## src/rtl/sysid_pkg.sv

```systemverilog
// Shared register-map constants and helpers for the system-identification register block.
package sysid_pkg;

  localparam int unsigned DATA_W = 32;
  localparam int unsigned BE_W   = DATA_W / 8;
  localparam int unsigned CNT_W  = 64;

  localparam int unsigned SYSID        = 0;
  localparam int unsigned TIMESTAMP    = 1;
  localparam int unsigned UPTIME_LO    = 2;
  localparam int unsigned UPTIME_HI    = 3;
  localparam int unsigned CONTROL      = 4;
  localparam int unsigned STATUS       = 5;
  localparam int unsigned SCRATCH_BASE = 6;

  localparam int unsigned CTRL_COUNT_EN = 0;
  localparam int unsigned CTRL_CLEAR    = 1;
  localparam int unsigned STAT_WRAPPED  = 0;

  // Expand byte-lane enables into a per-bit write mask.
  function automatic logic [DATA_W-1:0] byte_mask(input logic [BE_W-1:0] be);
    logic [DATA_W-1:0] mask;
    mask = '0;
    for (int i = 0; i < int'(BE_W); i++) begin
      mask[8*i +: 8] = {8{be[i]}};
    end
    return mask;
  endfunction

endpackage

```

## src/rtl/sysid_regs_if.sv

```systemverilog
// Avalon-MM slave bus bundle with fixed one-cycle read latency.
interface sysid_regs_if #(
  parameter int unsigned ADDR_W = 4
);
  import sysid_pkg::*;

  logic [ADDR_W-1:0] address;
  logic              read;
  logic              write;
  logic [DATA_W-1:0] writedata;
  logic [BE_W-1:0]   byteenable;
  logic [DATA_W-1:0] readdata;
  logic              readdatavalid;

  modport master (
    output address, read, write, writedata, byteenable,
    input  readdata, readdatavalid
  );

  modport slave (
    input  address, read, write, writedata, byteenable,
    output readdata, readdatavalid
  );

endinterface

```

## src/rtl/sysid_uptime_counter.sv

```systemverilog
// Free-running 64-bit cycle counter with enable, priority clear and a wrap indication.
module sysid_uptime_counter
  import sysid_pkg::*;
(
  input  logic             clock,
  input  logic             reset,
  input  logic             en,
  input  logic             clear,
  output logic [CNT_W-1:0] count,
  output logic             wrap_c
);

  // Rolling from all-ones to zero this cycle; a clear pre-empts the increment.
  assign wrap_c = en && !clear && (&count);

  always_ff @(posedge clock) begin
    if (reset) begin
      count <= '0;
    end else if (clear) begin
      count <= '0;
    end else if (en) begin
      count <= count + CNT_W'(1);
    end
  end

endmodule

```

## src/rtl/sysid_regs.sv

```systemverilog
// System-ID register block: build ID/timestamp, coherent 64-bit uptime, control/status, scratch.
module sysid_regs
  import sysid_pkg::*;
#(
  parameter logic [31:0] ID        = 32'h0000_0000,
  parameter logic [31:0] TIMESTAMP_VAL = 32'd1417958911,
  parameter int unsigned ADDR_W    = 4,
  parameter int unsigned N_SCRATCH = 2
) (
  input  logic         clock,
  input  logic         reset,
  sysid_regs_if.slave  bus
);

  generate
    if ((SCRATCH_BASE + N_SCRATCH) > (1 << ADDR_W) || N_SCRATCH < 1 || N_SCRATCH > 8) begin : g_bad_cfg
      $error("sysid_regs: N_SCRATCH out of range or does not fit in ADDR_W");
    end
  endgenerate

  logic [CNT_W-1:0]  count;
  logic              wrap_c;
  logic [31:0]       shadow_hi;
  logic              count_en;
  logic              wrapped;
  logic [DATA_W-1:0] scratch [N_SCRATCH];
  logic [DATA_W-1:0] rdata;
  logic              rvalid;

  logic [31:0]       addr32;
  logic [DATA_W-1:0] wmask;
  logic              wr_ctrl;
  logic              clear_c;
  logic              w1c_c;
  logic [DATA_W-1:0] rdata_c;

  assign addr32  = 32'(bus.address);
  assign wmask   = byte_mask(bus.byteenable);
  assign wr_ctrl = bus.write && (addr32 == CONTROL) && bus.byteenable[0];
  assign clear_c = wr_ctrl && bus.writedata[CTRL_CLEAR];
  assign w1c_c   = bus.write && (addr32 == STATUS) && bus.byteenable[0]
                   && bus.writedata[STAT_WRAPPED];

  sysid_uptime_counter u_cnt (
    .clock  (clock),
    .reset  (reset),
    .en     (count_en),
    .clear  (clear_c),
    .count  (count),
    .wrap_c (wrap_c)
  );

  // Read mux reflects pre-write state; unmapped words read zero.
  always_comb begin
    rdata_c = '0;
    case (addr32)
      SYSID:     rdata_c = ID;
      TIMESTAMP: rdata_c = TIMESTAMP_VAL;
      UPTIME_LO: rdata_c = count[31:0];
      UPTIME_HI: rdata_c = shadow_hi;
      CONTROL:   rdata_c[CTRL_COUNT_EN] = count_en;
      STATUS:    rdata_c[STAT_WRAPPED]  = wrapped;
      default: begin
        for (int i = 0; i < int'(N_SCRATCH); i++) begin
          if (addr32 == SCRATCH_BASE + 32'(i)) rdata_c = scratch[i];
        end
      end
    endcase
  end

  always_ff @(posedge clock) begin
    if (reset) begin
      rdata     <= '0;
      rvalid    <= 1'b0;
      shadow_hi <= '0;
      count_en  <= 1'b1;
      wrapped   <= 1'b0;
      for (int i = 0; i < int'(N_SCRATCH); i++) scratch[i] <= '0;
    end else begin
      rvalid <= bus.read;
      if (bus.read) begin
        rdata <= rdata_c;
        // Latch the high half of the same sample so LO then HI is coherent.
        if (addr32 == UPTIME_LO) shadow_hi <= count[63:32];
      end
      if (wr_ctrl) count_en <= bus.writedata[CTRL_COUNT_EN];
      if (wrap_c) begin
        wrapped <= 1'b1;
      end else if (w1c_c) begin
        wrapped <= 1'b0;
      end
      for (int i = 0; i < int'(N_SCRATCH); i++) begin
        if (bus.write && addr32 == SCRATCH_BASE + 32'(i)) begin
          scratch[i] <= (scratch[i] & ~wmask) | (bus.writedata & wmask);
        end
      end
    end
  end

  assign bus.readdata      = rdata;
  assign bus.readdatavalid = rvalid;

endmodule

```

## src/flat_wrapper.sv

```systemverilog
// flat-port wrapper written by rule: the top's interface ports become plain ports
module sysid_regs_flat import sysid_pkg::*;
#(
  parameter logic [31:0] ID        = 32'h0000_0000,
  parameter logic [31:0] TIMESTAMP_VAL = 32'd1417958911,
  parameter int unsigned ADDR_W    = 4,
  parameter int unsigned N_SCRATCH = 2
)
  (clock, reset, bus_address, bus_read, bus_write, bus_writedata, bus_byteenable, bus_readdata, bus_readdatavalid);
  sysid_regs_if #(.ADDR_W(ADDR_W)) bus_i ();
  input  logic clock;
  input  logic reset;
  input wire logic [$bits(bus_i.address)-1:0] bus_address;
  input wire logic [$bits(bus_i.read)-1:0] bus_read;
  input wire logic [$bits(bus_i.write)-1:0] bus_write;
  input wire logic [$bits(bus_i.writedata)-1:0] bus_writedata;
  input wire logic [$bits(bus_i.byteenable)-1:0] bus_byteenable;
  output wire logic [$bits(bus_i.readdata)-1:0] bus_readdata;
  output wire logic [$bits(bus_i.readdatavalid)-1:0] bus_readdatavalid;
  assign bus_i.address = bus_address;
  assign bus_i.read = bus_read;
  assign bus_i.write = bus_write;
  assign bus_i.writedata = bus_writedata;
  assign bus_i.byteenable = bus_byteenable;
  assign bus_readdata = bus_i.readdata;
  assign bus_readdatavalid = bus_i.readdatavalid;
  sysid_regs #(.ID(ID), .TIMESTAMP_VAL(TIMESTAMP_VAL), .ADDR_W(ADDR_W), .N_SCRATCH(N_SCRATCH)) u_core (.clock(clock), .reset(reset), .bus(bus_i));
endmodule
```

## config.mk

```make
export PLATFORM = sky130hd
export DESIGN_NAME = sysid_regs_flat
export DESIGN_NICKNAME = d
export VERILOG_FILES = /design/src/rtl/sysid_pkg.sv /design/src/rtl/sysid_regs_if.sv /design/src/rtl/sysid_uptime_counter.sv /design/src/rtl/sysid_regs.sv /design/src/flat_wrapper.sv
export SDC_FILE = /design/constraint.sdc
export NUM_CORES = 1
export LEC_CHECK = 0
export ABC_AREA = 1
export BUFFER_PORTS_ARGS = -buffer_cell sky130_fd_sc_hd__buf_2
export CORE_UTILIZATION = 44
export DETAILED_ROUTE_END_ITERATION = 10
export PLACE_DENSITY = 0.69
export SYNTH_ARGS = -nofsm -noshare
export SYNTH_HDL_FRONTEND = slang
export SYNTH_SLANG_ARGS = --single-unit
```

## constraint.sdc

```tcl
create_clock -name clock -period 3 [get_ports clock]
set_input_delay 0 -clock clock [delete_from_list [all_inputs] [get_ports clock]]
set_output_delay 0 -clock clock [all_outputs]
set_load 0.03 [all_outputs]
```

==> reports/metrics.csv, run 1 <==
metric;value;unit
run status;finished, final reports clean;
number of cells produced by synthesis;1335;
Clock power frac;0.410;
leading cell type in the layout, fill and taps excluded;sky130_fd_sc_hd__nand2_1;
share of the clock period used by the worst path after layout;0.631;
TritonCTS clock tree;yes;
worst clock skew;10.6;ps
Detailed Route WL;27.8;mm
switching part of the total;0.268;
sequential-to-total area share from yosys stat;0.460;
final setup vio count;0;
proportion of synthesized area in mux cells;0;
startpoint of the worst setup timing path;reset;
final hold viol count;0;
final-layout fill cell count;2155;
number of cells traversed by the worst register-to-register path;9;
Fmax achieved;0.528;GHz
portion of total power attributed to combinational logic;0.083;
total internal power;4.09;mW
placeable core area;21900;µm²
number of warnings printed during yosys synthesis;0;
share of synthesized cell area in and, or, nand and nor gates;0.293;
Worst Hold Depth;5;
area occupied by registers;4540;µm²
I/O pin cnt;77;
postcts setup bufs;0;
share of layout cells above drive strength 1;0.127;
routed vias;9269;
die height;152;µm
clock insertion delay at the later pin of the skew report;440;ps
largest net degree at the start of global routing;65;
leakage power;4.42;nW
number of clock buffers inserted by TritonCTS;17;
Final Net Count;1470;
count of different cell masters after synthesis;46;
worst path setup slack after routing;1110;ps
setup repair after global routing missed its margin;false;
number of buffers between clock root and the deepest sink;2;
critical hold path startpoint;bus_writedata[31];
post-synthesis compound-gate area fraction;0.151;
nets in the synthesized netlist;1380;
Hold Path Sink;u_core.scratch[0][31]$_SDFFCE_PN0P_;
Pwr Density;489;nW/µm²
critical setup path kind;primary input to register;
# H-tree levels;4;
Period minus WS final;1890;ps
Reg power frac;0.508;
Worst Path Required;3330;ps
number of antenna violations at the first check in global routing;0;
port bufs;76;
reg-to-reg startpoint;u_core.u_cnt.count[32]$_SDFFE_PP0P_;
die area;23000;µm²
chip width;152;µm
CTS clk-pin slew, worst paths;80;ps
synthesized-area fraction occupied by adder cells;0.00127;
Hold-fix buffers, CTS;35;
diode insertion count for antenna repair;0;
cell at the root of the clock tree;sky130_fd_sc_hd__clkbuf_16;
Setup TNS;0;ps
vias in the first global route;8517;
number of sinks on the clock net;195;
Max IR drop VDD;0.364;mV
mean area per synthesized cell;7.39;µm²
wire length of the first global-routing pass;45.4;mm
worst hold path class;primary input to register;
proportion of synthesized flip-flops having asynchronous set or reset;0;
iteration-0 DRC count of the detailed router;674;
number of nets with antenna violations after detailed routing;0;
worst reg2reg path endpoint;u_core.u_cnt.count[49]$_SDFFE_PP0P_;
global-route usage over all layers;0.256;
commonest non-fill, non-tap cells in the layout;sky130_fd_sc_hd__nand2_1, sky130_fd_sc_hd__nor2_1, sky130_fd_sc_hd__inv_1, sky130_fd_sc_hd__a21oi_1, sky130_fd_sc_hd__dfxtp_1;
Tightest Pin Transition;1060;ps
Via-to-Cell Ratio;5.40;
residual DRC count;0;
last weighted congestion value of the routability-driven placer;0.933;
number of max-cap violations;0;
drt pass-1 iters;6;
dominant combinational cell family by area after synthesis;simple AND/OR/NAND/NOR gates;
Starting Density;0.451;
half-perimeter wire length after detailed placement;20.1;mm
dominant synthesized flop cell;sky130_fd_sc_hd__dfxtp_1;
CP Max Fanout;44;
area used by multi-input combinational logic;4490;µm²
Max transition margin;0.290;
mapped cell area;9870;µm²
number of enable flip-flop cells after synthesis;64;
count of final max-slew check failures;0;
total of cells resized after clock tree synthesis;0;
average routed wire per standard cell;16.2;µm
endpoint type of the worst setup path;register;
pre-CTS setup slack;1100;ps
WP data arrival;2220;ps
reg2reg setup slack;1120;ps
critical path startpoint category;primary input;
relative area change from synthesis to final layout;15.7;%
Sw Pwr;1.50;mW
parity-gate share of the synthesized area counting xor and xnor cells;0.00798;
Placement Rows;54;
flop and latch count out of synthesis;195;
Remaining Overflow, GRT;0;
## sequential cells by signal, indices dropped and copies added, names as in the netlist
register,count
u_core.wrapped,1
u_core.bus.readdatavalid,1
u_core.u_cnt.count,64
u_core.shadow_hi,32
u_core.scratch,64
u_core.count_en,1
u_core.bus.readdata,32
## worst max path at each step
stage,end,cells past startpoint
after global routing,u_core.u_cnt.count[46]$_SDFFE_PP0P_,8
after global placement,u_core.shadow_hi[23]$_SDFFE_PP0P_,7
final,u_core.count_en$_SDFFE_PP1P_,6
after floorplan,u_core.scratch[0][0]$_SDFFCE_PN0P_,4
after CTS,u_core.count_en$_SDFFE_PP1P_,6
after detailed placement,u_core.shadow_hi[22]$_SDFFE_PP0P_,7
## area by class of cell
class	count	area share
flip-flops and latches	195	0.398
multi-input cells	927	0.393
repair buffers	124	0.0736
inverters	160	0.0529
clock buffers	18	0.0384
well taps	280	0.0307
clock inverters	14	0.0135
## power groups by stage
stage	logic, mW	clock network [mW]	registers [mW]
2_1_floorplan	0.244	0	2.93
3_3_place_gp	0.420	0	2.90
3_5_place_dp	0.426	0	2.90
4_1_cts	0.461	2.31	2.84
5_1_grt	0.513	2.40	2.85
6_report	0.463	2.29	2.84
## metrics by stage
step | instance area, µm² | power [mW] | utilization | hold slack, ps | instances
2_1_floorplan | 9870 | 3.18 | - | 69.1 | 1335
3_3_place_gp | 10500 | 3.32 | 0.479 | 266 | 1651
3_5_place_dp | 10500 | 3.32 | 0.479 | 272 | 1651
4_1_cts | 11400 | 5.61 | 0.522 | 5.86 | 1718
5_1_grt | 11400 | 5.76 | 0.522 | 54.9 | 1718
6_report | 11400 | 5.59 | 0.522 | 19.7 | 1718
## worst max-delay path: stages
cell	delay, ps
sky130_fd_sc_hd__dlygate4sd3_1	530
sky130_fd_sc_hd__buf_2	170
sky130_fd_sc_hd__inv_2	370
sky130_fd_sc_hd__buf_4	480
sky130_fd_sc_hd__nand3_1	120
sky130_fd_sc_hd__dlygate4sd3_1	560
## logic make-up after synthesis
family                     count (synthesis)
buffers and inverters                    213
adders and majority gates                  1
xor gates and xnor gates                   9
and+or+nand+nor                          648
AOI/OAI and AO/OA                        269
DFF                                      195
## Yosys cell counts, types with 7 or more instances
| cell type | instances | share of area |
|---|---|---|
| sky130_fd_sc_hd__nand2_1 | 256 | 0.097 |
| sky130_fd_sc_hd__nor2_2 | 13 | 0.0082 |
| sky130_fd_sc_hd__dfxtp_1 | 131 | 0.27 |
| sky130_fd_sc_hd__nor2_1 | 212 | 0.081 |
| sky130_fd_sc_hd__nand2_2 | 14 | 0.0089 |
| sky130_fd_sc_hd__nand3_1 | 88 | 0.045 |
| sky130_fd_sc_hd__nor2_4 | 11 | 0.013 |
| sky130_fd_sc_hd__nor3_1 | 14 | 0.0071 |
| sky130_fd_sc_hd__o21ai_1 | 19 | 0.0096 |
| sky130_fd_sc_hd__nand4_1 | 20 | 0.013 |
| sky130_fd_sc_hd__clkbuf_1 | 17 | 0.0065 |
| sky130_fd_sc_hd__o221ai_1 | 14 | 0.012 |
| sky130_fd_sc_hd__a22o_1 | 15 | 0.013 |
| sky130_fd_sc_hd__inv_1 | 151 | 0.057 |
| sky130_fd_sc_hd__edfxtp_1 | 64 | 0.19 |
| sky130_fd_sc_hd__o22ai_1 | 11 | 0.0070 |
| sky130_fd_sc_hd__o21ai_0 | 54 | 0.027 |
| sky130_fd_sc_hd__buf_2 | 34 | 0.017 |
| sky130_fd_sc_hd__xor2_1 | 7 | 0.0062 |
| sky130_fd_sc_hd__a21oi_1 | 148 | 0.075 |
## metal layers
layer	share of wire	global-route usage	vias to the layer above
met5	0	0	-
met4	0.016	0.0673	0
met3	0.069	0.0359	34
met2	0.46	0.400	312
met1	0.46	0.369	4340
li1	-	-	4583
No activity file was read; power rests on OpenSTA's default activity.
==> run 2, diff against run 1 <==
--- a/config.mk
+++ b/config.mk
@@ -5,11 +5,11 @@
 export SDC_FILE = /design/constraint.sdc
 export NUM_CORES = 1
 export LEC_CHECK = 0
-export ABC_AREA = 1
+export ABC_AREA = 0
 export BUFFER_PORTS_ARGS = -buffer_cell sky130_fd_sc_hd__buf_2
 export CORE_UTILIZATION = 44
 export DETAILED_ROUTE_END_ITERATION = 10
-export PLACE_DENSITY = 0.69
+export PLACE_DENSITY = 0.67
 export SYNTH_ARGS = -nofsm -noshare
 export SYNTH_HDL_FRONTEND = slang
 export SYNTH_SLANG_ARGS = --single-unit
==> constraint.sdc (replaced) <==
create_clock -name clock -period 1.9 [get_ports clock]
set_input_delay 0 -clock clock [delete_from_list [all_inputs] [get_ports clock]]
set_output_delay 0 -clock clock [all_outputs]
set_load 0.03 [all_outputs]
==> run 2 against run 1 <==
  * Power is 54% higher
  * Largest power group unchanged
  * Non-clock buffer count is 103 higher
  * Synthesized cell count is 24% lower
  * First-iteration DRC count is 16% lower
  * Critical endpoint is now u_core.u_cnt.count[61]$_SDFFE_PP0P_
  * Critical path type is now register to register
  * The flow now finishes with violations (setup timing)
==> reports/metrics.csv, run 2 <==
metric;value;unit
Placement Rows;52;
violations in the final reports;setup timing;
CP max stage cell;sky130_fd_sc_hd__or3_1;
Via-to-Cell Ratio;5.54;
leading cell type in the layout, fill and taps excluded;sky130_fd_sc_hd__nand2_1;
Period minus WS final;1900;ps
leakage power;4.44;nW
mapped cell area;9150;µm²
Worst Path Required;2270;ps
commonest non-fill, non-tap cells in the layout;sky130_fd_sc_hd__nand2_1, sky130_fd_sc_hd__a21oi_1, sky130_fd_sc_hd__dfxtp_1, sky130_fd_sc_hd__buf_4, sky130_fd_sc_hd__nor2_1;
portion of total power attributed to combinational logic;0.084;
cell at the root of the clock tree;sky130_fd_sc_hd__clkbuf_16;
clock insertion delay at the later pin of the skew report;440;ps
critical setup path kind;register to register;
Starting Density;0.451;
number of antenna violations at the first check in global routing;0;
residual DRC count;0;
number of cells after detailed placement;1406;
relative area change from synthesis to final layout;26.5;%
global-route usage over all layers;0.238;
most frequent cell after synthesis;sky130_fd_sc_hd__nand2_1;
mean area per synthesized cell;9.02;µm²
number of nets with antenna violations after detailed routing;0;
TritonCTS clock tree;yes;
most instantiated cells after synthesis;sky130_fd_sc_hd__nand2_1, sky130_fd_sc_hd__a21oi_1, sky130_fd_sc_hd__dfxtp_1, sky130_fd_sc_hd__nor2_1, sky130_fd_sc_hd__nand2b_1;
Max transition margin;0.632;
CP Max Fanout;7;
Tightest Pin Transition;547;ps
run status;complete, but fails checks;
number of enable flip-flop cells after synthesis;64;
Final Net Count;1240;
dominant synthesized flop cell;sky130_fd_sc_hd__dfxtp_1;
last weighted congestion value of the routability-driven placer;0.821;
sequence of cells on the critical path;nand4_1 -> buf_4 -> nor4_4 -> buf_4 -> nand4_2 -> buf_6 -> or3_1 -> a21oi_1;
met1 Track Usage GR;0.326;
Max IR drop VDD;0.615;mV
Detailed Route WL;25.3;mm
met2 Track Usage GR;0.375;
CP dominant cell by count;sky130_fd_sc_hd__buf_4;
Worst Hold Margin;25.5;ps
share of layout cells above drive strength 1;0.226;
# H-tree levels;4;
I/O pin cnt;77;
die height;146;µm
CTS clk-pin slew, worst paths;70;ps
routed vias;8189;
cell types with the largest area share after synthesis;sky130_fd_sc_hd__dfxtp_1, sky130_fd_sc_hd__edfxtp_1, sky130_fd_sc_hd__a21oi_1, sky130_fd_sc_hd__nand2_1, sky130_fd_sc_hd__nand2b_1;
WP data arrival;2270;ps
switching part of the total;0.247;
Final Non-Filler Cells;1478;
most used routing layer in global routing;met2;
Pwr Density;745;nW/µm²
number of sinks on the clock net;195;
placeable core area;20300;µm²
drt pass-1 iters;5;
Fmax achieved;0.526;GHz
Clock power frac;0.401;
Setup TNS;-1.36;ps
worst clock skew;10.8;ps
iteration-0 DRC count of the detailed router;567;
Reg power frac;0.515;
proportion of synthesized flip-flops having asynchronous set or reset;0;
die area;21400;µm²
port bufs;76;
flop and latch count out of synthesis;195;
final hold viol count;0;
diode insertion count for antenna repair;0;
final-layout fill cell count;1815;
count of final max-slew check failures;0;
chip width;146;µm
count of different cell masters after synthesis;47;
half-perimeter wire length after detailed placement;17.4;mm
share of the clock period used by the worst path after layout;1.00;
total power;8.62;mW
largest registers ranked by flip-flop count;u_core.scratch x64, u_core.u_cnt.count x64;
total internal power;6.49;mW
endpoint type of the worst setup path;register;
number of warnings printed during yosys synthesis;0;
number of cells produced by synthesis;1014;
wire length of the first global-routing pass;40.1;mm
number of max-cap violations;0;
Remaining Overflow, GRT;0;
critical path startpoint category;register;
setup repair after global routing missed its margin;true;
worst hold path class;primary input to register;
average routed wire per standard cell;17.1;µm
largest net degree at the start of global routing;65;
number of buffers between clock root and the deepest sink;2;
library cell occupying the most area in the post-synthesis netlist;sky130_fd_sc_hd__dfxtp_1;
vias in the first global route;7820;
met3 track demand over resource in global routing;0.0391;
pre-CTS setup slack;-132;ps
sequential-to-total area share from yosys stat;0.497;
Largest stage delay, worst path;340;ps
nets in the synthesized netlist;1059;
final setup vio count;1;
share of the synthesized area in the top cell type;0.287;
number of clock buffers inserted by TritonCTS;17;
worst path setup slack after routing;-1.36;ps
Sw Pwr;2.13;mW
==> run 2: cell count changes in the layout (fill, tap and decap cells not counted), sizes merged, moves of 21 or more <==
| cell | delta |
|---|---|
| o21ai | -39 |
| nor2 | -154 |
| inv | -148 |
| nand2b | +65 |
| buf | +104 |
| xor2 | +21 |
| nand3 | -73 |
| nand2 | -119 |
==> run 2: stage by stage <==
step / area [µm²] / util
2_1_floorplan: 9200 / -
3_3_place_gp: 10500 / 0.519
3_5_place_dp: 10500 / 0.519
4_1_cts: 11500 / 0.566
5_1_grt: 11600 / 0.570
6_report: 11600 / 0.570
==> run 2: timing repair <==
item                       4_1_cts  5_1_grt
pin swaps                        3       13
hold endpoints to repair        66        0
setup buffers                    2        3
setup endpoints to repair       16       25
hold buffers                    34        0
cloned                           0        1
resized for setup                6       12
==> run 2: cells by family (layout without fill, tap and decap cells) <==
kind of cell             after synthesis  after routing  synth area share
adder cells (fa/ha/maj)                1              1           0.00137
buffers and inverters                 79            272            0.0334
AND/OR/NAND/NOR                      421            422             0.233
multiplexers                          35             35            0.0417
AO/OA/AOI/OAI                        242            242             0.154
XOR/XNOR                              41             41            0.0393
flip-flops                           195            195             0.497
==> run 2: power by group through the flow <==
stage                     Sequential, mW  Combinational (mW)  Clock (mW)
after floorplan                     4.56               0.371           0
after global placement              4.53               0.656           0
after global routing                4.45               0.779        3.67
final                               4.44               0.721        3.46
after detailed placement            4.53               0.658           0
after CTS                           4.44               0.715        3.51
==> run 2: area by class of cell <==
class,count,area [µm²],share of cell area
Sequential cell,195,4560,0.394
Inverter,13,48.8,0.00422
Multi-Input combinational cell,741,4420,0.382
Timing Repair Buffer,227,1650,0.143
Clock inverter,14,130,0.0112
Tap cell,270,338,0.0292
Clock buffer,18,429,0.0371
==> run 2: routing by layer <==
layer / wire length (µm) / vias up
li1: - / 3991
met1: 11600 / 3913
met2: 11900 / 240
met3: 1170 / 45
met4: 652 / 0
met5: 0 / -
==> run 2: critical path, delay by kind of cell, from the launching register on <==
kind                   cells  cell delay [ps]
AOI/OAI and AO/OA          1              150
buffers and inverters      3              560
DFF                        1              320
and+or+nand+nor            4              800
==> run 2: path summary, 6_finish.rpt <==
path                                            start  slack (ps)  cells past startpoint                             endpoint
setup / recovery  u_core.u_cnt.count[15]$_SDFFE_PP0P_          -1                      8  u_core.u_cnt.count[61]$_SDFFE_PP0P_
hold / removal                                  reset          30                      3  u_core.u_cnt.count[46]$_SDFFE_PP0P_
setup reg to reg  u_core.u_cnt.count[15]$_SDFFE_PP0P_          -1                      8  u_core.u_cnt.count[61]$_SDFFE_PP0P_
hold reg to reg     u_core.shadow_hi[19]$_SDFFE_PP0P_         460                      2    u_core.shadow_hi[19]$_SDFFE_PP0P_
